<file path="src/rtl/vdp_timing_pkg.sv">
// Shared types and default geometry for the VDP dot/line timing blocks.
package vdp_timing_pkg;

  typedef enum logic [1:0] {
    DS_00 = 2'b00,
    DS_01 = 2'b01,
    DS_11 = 2'b11,
    DS_10 = 2'b10
  } dotstate_t;

  localparam logic [8:0] X_FIRST_DEFAULT     = 9'h1F8;
  localparam logic [8:0] X_LAST_DEFAULT      = 9'd341;
  localparam logic [8:0] Y_FIRST_DEFAULT     = 9'h1F8;
  localparam logic [8:0] Y_LAST_NTSC_DEFAULT = 9'd264;
  localparam logic [8:0] Y_LAST_PAL_DEFAULT  = 9'd304;
  localparam logic [8:0] WIN_LAST_192        = 9'd191;
  localparam logic [8:0] WIN_LAST_212        = 9'd211;

  // Lines -8..-1 encode as 0x1F8..0x1FF, so an unsigned compare already
  // places them outside the window.
  function automatic logic in_window(input logic [8:0] y, input logic ln);
    return y <= (ln ? WIN_LAST_212 : WIN_LAST_192);
  endfunction

endpackage

</file>
<file path="src/rtl/vdp_dot_phase.sv">
// Four-clock dot phase Gray counter plus the 8-dot group index latch.
module vdp_dot_phase
  import vdp_timing_pkg::*;
(
  input  logic       CLK21M,
  input  logic       RESET,
  input  logic [8:0] dot_x,
  output dotstate_t  dotstate,
  output logic [2:0] eightdotstate
);

  dotstate_t  state_reg;
  dotstate_t  state_next;
  logic [2:0] eight_reg;

  always_comb begin
    state_next = DS_00;
    case (state_reg)
      DS_00:   state_next = DS_01;
      DS_01:   state_next = DS_11;
      DS_11:   state_next = DS_10;
      DS_10:   state_next = DS_00;
      default: state_next = DS_00;
    endcase
  end

  always_ff @(posedge CLK21M or posedge RESET) begin
    if (RESET) begin
      state_reg <= DS_10;
      eight_reg <= 3'd0;
    end else begin
      state_reg <= state_next;
      // dot_x was advanced on the previous (DS_11) edge
      if (state_reg == DS_10) eight_reg <= dot_x[2:0];
    end
  end

  assign dotstate      = state_reg;
  assign eightdotstate = eight_reg;

endmodule

</file>
<file path="src/rtl/vdp_dot_timing.sv">
// Master dot/line timing generator: X/Y position, active window and sync strobes.
// Optional interlace line cadence enabled by VDP_DOT_TIMING_INTERLACE_EN.
module vdp_dot_timing
  import vdp_timing_pkg::*;
#(
  parameter logic [8:0] X_FIRST     = X_FIRST_DEFAULT,
  parameter logic [8:0] X_LAST      = X_LAST_DEFAULT,
  parameter logic [8:0] Y_FIRST     = Y_FIRST_DEFAULT,
  parameter logic [8:0] Y_LAST_NTSC = Y_LAST_NTSC_DEFAULT,
  parameter logic [8:0] Y_LAST_PAL  = Y_LAST_PAL_DEFAULT
) (
  input  logic       CLK21M,
  input  logic       RESET,
  input  logic       PAL_MODE,
  input  logic       REG_R9_LN,
`ifdef VDP_DOT_TIMING_INTERLACE_EN
  input  logic       REG_R9_IL,
`endif
  output logic [1:0] DOTSTATE,
  output logic [2:0] EIGHTDOTSTATE,
  output logic [8:0] DOTCOUNTERX,
  output logic [8:0] DOTCOUNTERYP,
  output logic       BWINDOW_Y,
  output logic       HSYNC_PULSE,
  output logic       VSYNC_PULSE,
  output logic       FIELD
);

  dotstate_t  ds;
  logic [8:0] x_reg, x_next;
  logic [8:0] y_reg, y_next;
  logic [8:0] y_last;
  logic       x_wrap, y_wrap, mode_load;
  logic       bw_reg, hs_reg, vs_reg, field_reg;
  logic       pal_reg, ln_reg, sample_reg;
`ifdef VDP_DOT_TIMING_INTERLACE_EN
  logic       il_reg;
`endif

  vdp_dot_phase u_phase (
    .CLK21M        (CLK21M),
    .RESET         (RESET),
    .dot_x         (x_reg),
    .dotstate      (ds),
    .eightdotstate (EIGHTDOTSTATE)
  );

  always_comb begin
    y_last = pal_reg ? Y_LAST_PAL : Y_LAST_NTSC;
`ifdef VDP_DOT_TIMING_INTERLACE_EN
    // odd field of an interlaced frame carries one extra line
    y_last = y_last + {8'd0, il_reg & field_reg};
`endif
    x_wrap    = (ds == DS_11) && (x_reg == X_LAST);
    y_wrap    = x_wrap && (y_reg == y_last);
    mode_load = y_wrap || sample_reg;
    x_next    = x_reg;
    if (ds == DS_11) x_next = x_wrap ? X_FIRST : x_reg + 9'd1;
    y_next    = y_reg;
    if (x_wrap) y_next = y_wrap ? Y_FIRST : y_reg + 9'd1;
  end

  always_ff @(posedge CLK21M or posedge RESET) begin
    if (RESET) begin
      x_reg      <= X_FIRST;
      y_reg      <= Y_FIRST;
      bw_reg     <= 1'b0;
      hs_reg     <= 1'b0;
      vs_reg     <= 1'b0;
      field_reg  <= 1'b0;
      pal_reg    <= 1'b0;
      ln_reg     <= 1'b0;
      sample_reg <= 1'b1;
`ifdef VDP_DOT_TIMING_INTERLACE_EN
      il_reg     <= 1'b0;
`endif
    end else begin
      sample_reg <= 1'b0;
      if (mode_load) begin
        pal_reg <= PAL_MODE;
        ln_reg  <= REG_R9_LN;
`ifdef VDP_DOT_TIMING_INTERLACE_EN
        il_reg  <= REG_R9_IL;
`endif
      end
      x_reg  <= x_next;
      y_reg  <= y_next;
      bw_reg <= in_window(y_next, ln_reg);
      hs_reg <= x_wrap;
      vs_reg <= y_wrap;
      if (y_wrap) field_reg <= ~field_reg;
    end
  end

  assign DOTSTATE     = ds;
  assign DOTCOUNTERX  = x_reg;
  assign DOTCOUNTERYP = y_reg;
  assign BWINDOW_Y    = bw_reg;
  assign HSYNC_PULSE  = hs_reg;
  assign VSYNC_PULSE  = vs_reg;
  assign FIELD        = field_reg;

endmodule

</file>
<file path="config.mk">
export PLATFORM = sky130hd
export DESIGN_NAME = vdp_dot_timing
export DESIGN_NICKNAME = d
export VERILOG_FILES = /design/src/rtl/vdp_timing_pkg.sv /design/src/rtl/vdp_dot_phase.sv /design/src/rtl/vdp_dot_timing.sv
export SDC_FILE = /design/constraint.sdc
export NUM_CORES = 1
export LEC_CHECK = 0
export CAP_MARGIN = 20
export CORE_ASPECT_RATIO = 1.5
export CORE_UTILIZATION = 40
export DETAILED_ROUTE_END_ITERATION = 10
export PLACE_DENSITY = 0.69
export SETUP_SLACK_MARGIN = 0.4
export SLEW_MARGIN = 20
export SYNTH_ARGS = -nofsm -noshare
export SYNTH_HDL_FRONTEND = slang
export SYNTH_HIERARCHICAL = 1
export SYNTH_SLANG_ARGS = --single-unit
</file>
<file path="constraint.sdc">
create_clock -name CLK21M -period 2.5 [get_ports CLK21M]
set_input_delay 0.375 -clock CLK21M [delete_from_list [all_inputs] [get_ports CLK21M]]
set_output_delay 0.375 -clock CLK21M [all_outputs]
set_load 0.02 [all_outputs]
</file>
==> run_results.csv <==
group,metric,value,unit
routing,drt_iter0_drc,28,
yosys,syn_area_per_cell,10.7,um2
critical_path,reg2reg_depth,10,
critical_path,crit_chain,"and4b_1 > o211ai_4 > a21oi_2 > nor2_1 > a21oi_2 > ha_1 > a21oi_2 > nor2_1 > a221o_1 > a31oi_1",
sta,hold_viol,0,
min_path,hold_path.class,"input port to async pin",
sta,worst_slew_pin_slew,0.759,ns
yosys,synth_xor_area_share,4.59,%
grt,antenna_found_initial,0,
floorplanning,die-area,4070,um2
floorplanning,rows,27,
cts,root_buffer,"clkbuf_8",
run,maxCapViolCount,0,
power,power_density,412,nW/um2
yosys,syn-cell-area,1530,um2
final_layout,n_antenna_cell,0,
placed_design,gp_congestion,0.873,
power,power.leakage,0.000939,uW
routing,vias_per_cell,5.35,
final_layout,fin_util,61.0,%
power,clkPwrFrac,42.9,%
critical_path,crit_end,"BWINDOW_Y$_DFF_PP0_",
critical_path,required,2.70,ns
floorplanning,die_w,52.4,um
yosys,ys_types,37,
critical_path,r2r_slack,0.14,ns
yosys,yosys.area_share.simple,19.9,%
grt,grt_overflow_total,0,
routing,post_drt_wl_per_cell,15.5,um
grt,first_global_vias,1365,
critical_path,path_max_fanout,8,
sta,finalClockSkew,0.00603,ns
floorplanning,io_pins,31,
final_layout,drive_above_1_share,35.5,%
placed_design,postPlaceCellArea,1970,um2
routing,drc,0,
power,irDropWorstVdd,0.469,mV
yosys,synth_compound_area_share,10.0,%
sta,fin_crit,2.36,ns
yosys,netlist_top_cells_area,"dfrtp_1 26%, dfstp_2 24%, ha_1 6.6%",
cts,htreeDepth,2,
critical_path,startpoint_type,"flop",
yosys,yosys.area.top_type,"dfrtp_1",
yosys,synth_top_area_share,26.3,%
critical_path,worstSetupEndpointType,"flop",
floorplanning,start_util,41.8,%
power,total_power,918,uW
sta,finalCritPeriodShare,94.5,%
critical_path,cp.depth,10,
critical_path,r2r-end,"BWINDOW_Y$_DFF_PP0_",
sta,fin_tns_setup,0,ns
routing,first_pass_iters,5,
yosys,synth_ff_type,"dfrtp_1",
critical_path,crit_start,"DOTCOUNTERYP[3]$_DFF_PP1_",
critical_path,arrival,2.56,ns
cts,clock_sinks,30,
final_layout,syn2layout_area_growth,45.9,%
yosys,syn_inst,142,
routing,ant_nets,0,
final_layout,nets,211,
final_layout,fillers,310,
sta,rsz0062_at_grt,"true",
sta,setup_violations,0,
cts,cts_buffer_depth,2,
cts,clkTransAtPathRegs,0.06,ns
yosys,async_flop_share,100,%
critical_path,path_class,"flop to flop",
sta,fmax,423,MHz
yosys,synth_enable_flop_cells,0,
cts,clk_latency,0.28,ns
status,status,"finished clean",
power,p_sw_share,21.1,%
critical_path,crit_buf_inv,0,
final_layout,final_area,2230,um2
critical_path,path_delay_family,"compound AO/OA/AOI/OAI gates",
yosys,syn-num-nets,154,
grt,grt_use_total,20.6,%
floorplanning,die_h,77.6,um
floorplanning,core_area,3650,um2
grt,grt_pass1_wl,6190,um
placed_design,port-buffer-count,30,
yosys,synthAdderAreaFrac,6.56,%
cts,cts_buffers,5,
yosys,synth.area.mux_share,4.43,%
cts,cts_tree,"yes",
critical_path,crit_top_cell,"a21oi_2",
sta,slew_violations,0,
critical_path,critPathMaxStageDelay,0.55,ns
power,power.net_switching,194,uW
routing,vias,1299,
cts,holdBufCountCts,0,
power,power.internal,724,uW
power,p_comb_share,3.0,%
yosys,synth_top_family_by_area,"simple AND/OR/NAND/NOR gates",
routing,drt-total-wl,3770,um
yosys,seq_area_frac_synth,50.4,%
critical_path,slowest_stage,"dfstp_2",
grt,grt_max_degree,21,
sta,slew_headroom,49.3,%
yosys,synth_seq_cells,30,
placed_design,place.detailed.hpwl,2540,um
critical_path,rr_startpoint,"DOTCOUNTERYP[3]$_DFF_PP1_",
yosys,yosys_warnings,6,
power,power_frac_seq,54.1,%
[cells in the mapped netlist, drive strengths merged, types with 4 or more instances]
library cell,count
a21oi,8
dfrtp,16
dfstp,14
ha,8
inv,8
mux2,5
nand2,15
nand3,8
nand4,5
nor2,9
o21ai,8
xnor2,4
xor2,4
[worst min path at each step]
stage | to | slack [ns] | from | cells past startpoint
after floorplan | u_phase/dotstate[0]$_DFF_PP0_ | 0.15 | RESET | 1
after global placement | u_phase/dotstate[1]$_DFF_PP1_ | 0.43 | u_phase/dotstate[0]$_DFF_PP0_ | 0
after detailed placement | u_phase/dotstate[1]$_DFF_PP1_ | 0.44 | u_phase/dotstate[0]$_DFF_PP0_ | 0
after CTS | u_phase/dotstate[0]$_DFF_PP0_ | 0.32 | RESET | 2
after global routing | u_phase/dotstate[0]$_DFF_PP0_ | 0.36 | RESET | 2
final | u_phase/eightdotstate[1]$_DFFE_PP0N_ | 0.32 | RESET | 2
[placed cells by master (no fill, tap or decap), types with 4 or more instances in the layout]
master,instances
a21oi_2,6
dfrtp_1,13
clkdlybuf4s50_1,30
nand4_1,5
dfstp_2,14
nor2_1,7
xnor2_1,4
ha_1,8
nand2_1,14
inv_1,7
nand3_1,7
o21ai_0,4
buf_4,24
clkbuf_8,6
xor2_1,4
[area by class of cell]
type | instances | area [um2] | share of cell area, %
Inverter | 8 | 32.5 | 1.46
Multi-Input combinational cell | 99 | 785 | 35.2
Sequential cell | 30 | 772 | 34.7
Tap cell | 43 | 53.8 | 2.42
Clock buffer | 7 | 86.3 | 3.88
Timing Repair Buffer | 55 | 492 | 22.1
Clock inverter | 1 | 5.00 | 0.225
[logic make-up (layout without fill, tap and decap cells)]
family / Yosys count / count (layout)
and+or+nand+nor: 52 / 52
DFF: 30 / 30
AOI/OAI and AO/OA: 25 / 25
buffers and inverters: 13 / 71
adders and majority gates: 8 / 8
xor gates and xnor gates: 8 / 8
muxes: 5 / 5
other: 1 / 1
[stage by stage]
step / setup slack [ns] / instances / hold slack, ns
final: 0.138 / 243 / 0.320
after global routing: 0.0388 / 243 / 0.360
after global placement: 0.0261 / 224 / 0.431
after CTS: 0.144 / 240 / 0.319
after detailed placement: 0.0106 / 224 / 0.439
after floorplan: 0.117 / 142 / 0.153
[worst register-to-register path: stages (launching register included)]
cell and delay [ns]:
dfstp_2 0.55, and4b_1 0.23, o211ai_4 0.31, a21oi_2 0.09, nor2_1 0.14, a21oi_2 0.05, ha_1 0.31, a21oi_2 0.12
nor2_1 0.05, a221o_1 0.29, a31oi_1 0.15
[routing by layer]
layer  up-vias  track usage (%)  wire, um  share of wire [%]
li1        607                -         -                  -
met1       636             23.5      1520                 40
met2        47             35.4      2020                 53
met3         9             4.31       154                4.1
met4         0             9.21        78                2.1
met5         -                0         0                  0
[power groups by stage]
stage / logic (uW) / clock network [uW] / registers, uW
finish: 27.3 / 394 / 496
global route: 31.5 / 431 / 497
CTS: 27.3 / 406 / 496
detailed placement: 27.5 / 0 / 504
global placement: 25.4 / 0 / 503
floorplan: 16.3 / 0 / 502
[timing repair]
item | CTS | global route
resized for setup | 7 | 12
setup endpoints to repair | 1 | 1
pin swaps | 8 | 6
buffers inserted | 8 | 3
Power figures use the tool's default switching activity.
